--- src/rtl/msx_mouse_pkg.sv ---
// Shared types and helpers for the MSX mouse port: nibble sequencer states
// and the mapping from sequencer state to the nibble shown on the port.
package msx_mouse_pkg;

   typedef enum logic [1:0] {
      S_XH = 2'd0,
      S_XL = 2'd1,
      S_YH = 2'd2,
      S_YL = 2'd3
   } seq_state_t;

   localparam logic [5:0] PORT_IDLE = 6'h3F;
   localparam int         NIB_HI    = 4;
   localparam int         NIB_LO    = 0;

   function automatic seq_state_t next_state(input seq_state_t s);
      case (s)
         S_XH:    return S_XL;
         S_XL:    return S_YH;
         S_YH:    return S_YL;
         default: return S_XH;
      endcase
   endfunction

   function automatic logic [3:0] sel_nibble(input seq_state_t s,
                                             input logic [7:0] x,
                                             input logic [7:0] y);
      case (s)
         S_XH:    return x[NIB_HI +: 4];
         S_XL:    return x[NIB_LO +: 4];
         S_YH:    return y[NIB_HI +: 4];
         default: return y[NIB_LO +: 4];
      endcase
   endfunction

endpackage

--- src/rtl/msx_sat_acc.sv ---
// One mouse axis: signed saturating accumulator with optional delta negation
// and a clear that can coincide with a new delta.
module msx_sat_acc #(
   parameter int DELTA_W = 9,
   parameter int ACC_W   = 8,
   parameter int INVERT  = 0
) (
   input  logic                      clk_sys,
   input  logic                      reset_n,
   input  logic                      i_add,
   input  logic                      i_clear,
   input  logic signed [DELTA_W-1:0] i_delta,
   output logic signed [ACC_W-1:0]   o_acc
);

   localparam int EXT_W = ACC_W + 1;
   localparam int SUM_W = ACC_W + 2;
   localparam logic signed [SUM_W-1:0] ACC_MAX = SUM_W'((2 ** (ACC_W - 1)) - 1);
   localparam logic signed [SUM_W-1:0] ACC_MIN = SUM_W'(-(2 ** (ACC_W - 1)));

   logic signed [DELTA_W:0]   w_wide;
   logic signed [DELTA_W:0]   w_neg;
   logic signed [EXT_W-1:0]   w_ext;
   logic signed [SUM_W-1:0]   w_base;
   logic signed [SUM_W-1:0]   w_sum;
   logic signed [ACC_W-1:0]   w_sat;
   logic signed [ACC_W-1:0]   r_acc;

   // NOTE: every always_comb output is assigned on every path, so no latch is inferred.
   always_comb begin
      w_wide = {i_delta[DELTA_W-1], i_delta};
      w_neg  = (INVERT != 0) ? -w_wide : w_wide;
      w_ext  = EXT_W'(w_neg);
      w_base = i_clear ? SUM_W'(0) : SUM_W'(r_acc);
      w_sum  = w_base + SUM_W'(w_ext);
      if (w_sum > ACC_MAX)
         w_sat = ACC_W'(ACC_MAX);
      else if (w_sum < ACC_MIN)
         w_sat = ACC_W'(ACC_MIN);
      else
         w_sat = ACC_W'(w_sum);
   end

   // A clear coinciding with an add loads the new delta alone (w_base is zero).
   // NOTE: sequential state uses non-blocking assignments so all flops update together.
   always_ff @(posedge clk_sys or negedge reset_n) begin
      if (!reset_n)
         r_acc <= '0;
      else if (i_add)
         r_acc <= w_sat;
      else if (i_clear)
         r_acc <= '0;
   end

   assign o_acc = r_acc;

endmodule

--- src/rtl/msx_mouse_port.sv ---
// MSX general-purpose port emulation: host mouse deltas served as four nibbles
// per stb toggle sequence, with joystick passthrough when the mouse is idle.
module msx_mouse_port
   import msx_mouse_pkg::*;
#(
   parameter int DELTA_W  = 9,
   parameter int ACC_W    = 8,
   parameter int TIMEOUT  = 100000,
   parameter int INVERT_X = 1
) (
   input  logic                      clk_sys,
   input  logic                      reset_n,
   input  logic signed [DELTA_W-1:0] mouse_x,
   input  logic signed [DELTA_W-1:0] mouse_y,
   input  logic [1:0]                mouse_btn,
   input  logic                      mouse_strobe,
   input  logic [5:0]                joy_n,
   input  logic                      stb,
   output logic [5:0]                port_out,
   output logic                      mouse_active
);

   localparam int TO_W = (TIMEOUT > 0) ? $clog2(TIMEOUT + 1) : 1;

   seq_state_t              r_state;
   logic                    r_stb;
   logic [TO_W-1:0]         r_timeout;
   logic [7:0]              r_snap_x;
   logic [7:0]              r_snap_y;
   logic [5:0]              r_port_out;
   logic                    r_mouse_active;

   logic                    w_edge;
   logic                    w_snap_edge;
   logic                    w_deact;
   logic                    w_acc_clear;
   logic signed [ACC_W-1:0] w_acc_x;
   logic signed [ACC_W-1:0] w_acc_y;
   logic [7:0]              w_cur_x;
   logic [3:0]              w_nibble;

   assign w_edge      = stb ^ r_stb;
   assign w_snap_edge = w_edge && r_mouse_active && (r_state == S_XH);
   assign w_deact     = r_mouse_active && !mouse_strobe && (joy_n != PORT_IDLE);
   assign w_acc_clear = w_snap_edge || w_deact;
   // The S_XH nibble comes from the value being snapshotted on this same edge.
   assign w_cur_x     = (r_state == S_XH) ? w_acc_x[7:0] : r_snap_x;
   assign w_nibble    = sel_nibble(r_state, w_cur_x, r_snap_y);

   msx_sat_acc #(.DELTA_W(DELTA_W), .ACC_W(ACC_W), .INVERT(INVERT_X)) u_acc_x (
      .clk_sys (clk_sys),
      .reset_n (reset_n),
      .i_add   (mouse_strobe),
      .i_clear (w_acc_clear),
      .i_delta (mouse_x),
      .o_acc   (w_acc_x)
   );

   msx_sat_acc #(.DELTA_W(DELTA_W), .ACC_W(ACC_W), .INVERT(0)) u_acc_y (
      .clk_sys (clk_sys),
      .reset_n (reset_n),
      .i_add   (mouse_strobe),
      .i_clear (w_acc_clear),
      .i_delta (mouse_y),
      .o_acc   (w_acc_y)
   );

   always_ff @(posedge clk_sys or negedge reset_n) begin
      if (!reset_n) begin
         r_state        <= S_XH;
         r_stb          <= 1'b0;
         r_timeout      <= '0;
         r_snap_x       <= '0;
         r_snap_y       <= '0;
         r_port_out     <= PORT_IDLE;
         r_mouse_active <= 1'b0;
      end else begin
         r_stb <= stb;

         if (w_edge)
            r_timeout <= TO_W'(TIMEOUT);
         else if (r_timeout != '0)
            r_timeout <= r_timeout - 1'b1;

         // Sequencer only runs in mouse mode; an edge beats a simultaneous timeout.
         if (w_deact || !r_mouse_active) begin
            r_state <= S_XH;
         end else if (w_edge) begin
            if (r_state == S_XH) begin
               r_snap_x <= w_acc_x[7:0];
               r_snap_y <= w_acc_y[7:0];
            end
            r_state <= next_state(r_state);
         end else if (r_timeout == TO_W'(1)) begin
            r_state <= S_XH;
         end

         if (mouse_strobe)
            r_mouse_active <= 1'b1;
         else if (joy_n != PORT_IDLE)
            r_mouse_active <= 1'b0;

         if (r_mouse_active) begin
            r_port_out[5:4] <= ~mouse_btn;
            if (w_edge)
               r_port_out[3:0] <= w_nibble;
         end else begin
            r_port_out <= stb ? PORT_IDLE : joy_n;
         end
      end
   end

   assign port_out     = r_port_out;
   assign mouse_active = r_mouse_active;

endmodule

--- config.mk ---
export PLATFORM = sky130hd
export DESIGN_NAME = msx_mouse_port
export DESIGN_NICKNAME = d
export VERILOG_FILES = /design/src/rtl/msx_mouse_pkg.sv /design/src/rtl/msx_sat_acc.sv /design/src/rtl/msx_mouse_port.sv
export SDC_FILE = /design/constraint.sdc
export NUM_CORES = 1
export LEC_CHECK = 0
export CAP_MARGIN = 10
export CORE_UTILIZATION = 31
export CTS_BUF_LIST = sky130_fd_sc_hd__clkbuf_2
export DETAILED_ROUTE_END_ITERATION = 8
export GPL_TIMING_DRIVEN = 0
export PLACE_DENSITY = 0.54
export SLEW_MARGIN = 20
export SYNTH_ARGS = -nofsm -noshare
export SYNTH_HDL_FRONTEND = slang
export SYNTH_SLANG_ARGS = --single-unit
--- constraint.sdc ---
create_clock -name clk_sys -period 5.39 [get_ports clk_sys]
set_input_delay 0.539 -clock clk_sys [delete_from_list [all_inputs] [get_ports clk_sys]]
set_output_delay 0.539 -clock clk_sys [all_outputs]
set_load 0.02 [all_outputs]
==> qor.txt <==
Status - finished clean
Total gr overflow - 0
CTS resizes - 0
Most common cell after layout, fill and taps aside - dfrtp_1
Clock Power Share - 10.6%
Num Clock Sinks - 55
Post-Syn Nets - 459
Final setup viols - 0
Worst path arrival time - 5.32 ns
Initial core utilization - 31.80%
Power Dens Cells - 375.8 nW/um2
Clk_lat worst skew - 0.45 ns
Synth Area in XOR/XNOR - 6.513%
Setup WS post-layout - 0.4269 ns
Die Span Y - 110.2 um
Core area - 11,420 um2
Chip width - 110.2 um
Main flop type after synthesis - dfrtp_1
Post-synth EDFFs - 0
Placement Setup Slack - -0.3181 ns
Highest Clock Rate - 201.5 MHz
Seq/Total Area, Yosys - 38.11%
P&R area growth vs syn - 15.78%
Final Instance Area - 4204 um2
Internal power - 933.5 uW
Setup TNS - 0 ns
Antenna diode count - 0
Leak - 0.001674 uW
CTS clk-pin slew, worst paths - 0.31 ns
Post-synthesis adder-cell area fraction - 9.717%
Root Driver - clkbuf_2
Mux share of post-synthesis cell area - 4.307%
Hold Fails Final Rpt - 0
Crit share post-route - 92.08%
Seq pwr share - 40.5%
Comb pwr share - 49.0%
Post-route minimum period - 4.963 ns
Total clock buffers created by CTS - 5
Largest family of logic cells by synthesized area - simple AND/OR/NAND/NOR gates
# Post-CTS Setup Buffers - 0
Global-route usage over all layers - 13.86%
Synth unique cells - 48
CTS tree - yes
Iter 0 DRT Violations - 112
Yosys reg bits - 55
Vias in the first global route - 2,963
HPWL Detailed - 6018 um
Mapped Cells - 402
Max-cap violations - 0
Drt total wl - 7923 um
Via Count - 2,981
Site row count - 39
Slew Limit Headroom - 46.73%
RD Place Congestion - 0.8038
Async S/R FF share, synth - 100.0%
Post-synthesis compound-gate area fraction - 17.33%
Worst Clk Skew - 0.04068 ns
NetSw - 646.4 uW
Post-synthesis area per instance - 9.032 um2
RSZ-0062 raised after global routing - no
Slew Viols, Final - 0
Worst endpoint required time - 5.75 ns
Crit start category - input port
Critical path class - input port to register
Clk buf depth - 2
Placed Instance Area - 4158 um2
Avg WL per Cell - 13.47 um
Post-Syn Area - 3631 um2
First-pass DRT Iterations - 4
Highest-count cells in the layout ignoring fill and taps - dfrtp_1 (49), nand2_1 (38), a21oi_1 (38)
Sw Ratio - 40.91%
Slew of the pin with the lowest slew margin - 0.7923 ns
Largest net degree at the start of global routing - 56
Vias/cell - 5.070
Die ar. - 12,150 um2
# DRC - 0
Hold Crit Class - input port to async pin
Final ANT Viol Nets - 0
Initial antenna violation count - 0
CP endpoint kind - register
Yosys warning count - 0
CTS H-tree lvls - 2
Simple-gate share of the synthesized area - 20.88%
Maximum vdd ir drop - 0.0001593 V
Fin nets - 501
IO buf count - 35
Layout cells sized above 1 - 7.640%
# hold bufs at CTS - 0
Total Power - 1580 uW
First-pass GRT wire length - 13,430 um
I/O pin cnt - 37
Crit Path Max Fanout - 10
-- cells in the mapped netlist (all sizes together) (6+ instances only) --
cell     n  area share [%]
dfrtp   49              34
nand2   39             4.1
a21oi   38             5.2
nor2    29             3.0
ha      25             8.6
o21ai   21             2.9
and2    17             2.9
nor3    17             2.3
xnor2   16             3.9
clkbuf  13             1.3
inv     13             1.3
mux2    13             4.0
xor2    11             2.7
nand3    9             1.2
a211oi   7             1.4
nor4     7             1.2
o22ai    7             1.2
a31oi    6             1.0
dfstp    6             4.3
o311ai   6             1.4
-- cell families (layout without fill, tap and decap cells) --
kind of cell | Yosys count | in the layout
xor+xnor | 27 | 27
flops | 55 | 55
compound gates | 103 | 103
mux | 14 | 14
simple gates | 148 | 148
buf+inv | 28 | 71
fa+ha+maj | 27 | 27
-- cell type report --
cell class                      instances  area (um2)
Clock buffer                            5       25.02
Sequential cell                        55        1384
Timing Repair Buffer                   35       347.8
Inverter                               13       48.80
Fill cell                            1191        7214
Buffer                                 15       65.06
Clock inverter                          3       20.02
Multi-Input combinational cell        319        2135
Tap cell                              143       178.9
-- power groups by stage --
| stage | clock (uW) | combinational (uW) | sequential [uW] |
|---|---|---|---|
| final | 167 | 774 | 639 |
| after global routing | 188 | 885 | 659 |
| after CTS | 175 | 778 | 640 |
| after detailed placement | 0 | 774 | 649 |
| after global placement | 0 | 760 | 647 |
| after floorplan | 0 | 589 | 626 |
-- sequential cells by signal, indices dropped and copies added, names as in the netlist --
signal	cells
r_timeout	17
r_snap_y	8
u_acc_x.o_acc	8
u_acc_y.o_acc	8
port_out	6
r_snap_x	4
r_state	2
mouse_active	1
r_stb	1
-- worst max-delay path, cell delays in order --
cell	delay, ns
clkdlybuf4s50_1	0.47
clkbuf_1	0.32
xor2_1	0.25
and2_1	0.23
o21ai_0	0.31
clkbuf_1	0.34
clkbuf_1	0.35
and2_1	0.18
ha_1	0.17
inv_1	0.06
fa_1	0.41
nand2b_1	0.21
a211oi_1	0.31
mux2i_1	0.13
a2111oi_1	0.53
a211o_1	0.33
o311ai_0	0.17
-- worst paths after layout --
| check | end | slack, ns | cells past startpoint | from |
|---|---|---|---|---|
| setup / recovery | u_acc_x.o_acc[2] | 0.43 | 17 | stb |
| hold / removal | u_acc_x.o_acc[3] | 0.08 | 1 | reset_n |
| setup reg to reg | u_acc_x.o_acc[2] | 0.69 | 17 | r_state[0] |
| hold reg to reg | port_out[2] | 0.52 | 2 | port_out[2] |
| max in group asynchronous | r_state[0] | 4.83 | 1 | reset_n |
| min in group clk_sys | port_out[2] | 0.52 | 2 | port_out[2] |
-- metrics by stage --
step	instances	hold slack, ns	util [%]
floorplan	402	0.2434	-
global placement	580	0.4875	36.43
detailed placement	580	0.4867	36.41
CTS	588	0.08931	36.81
global route	588	0.08505	36.82
finish	588	0.07648	36.82
-- per-layer routing --
layer	routed length, um	part of all wire, %	vias up	global-route usage (%)
met1	3949	50	1407	18.10
met3	150	1.9	8	2.058
met5	0	0	-	0
met4	65	0.82	0	3.289
li1	-	-	1543	-
met2	3756	47	23	24.06
Note: power is estimated with default switching activity, not from simulation.
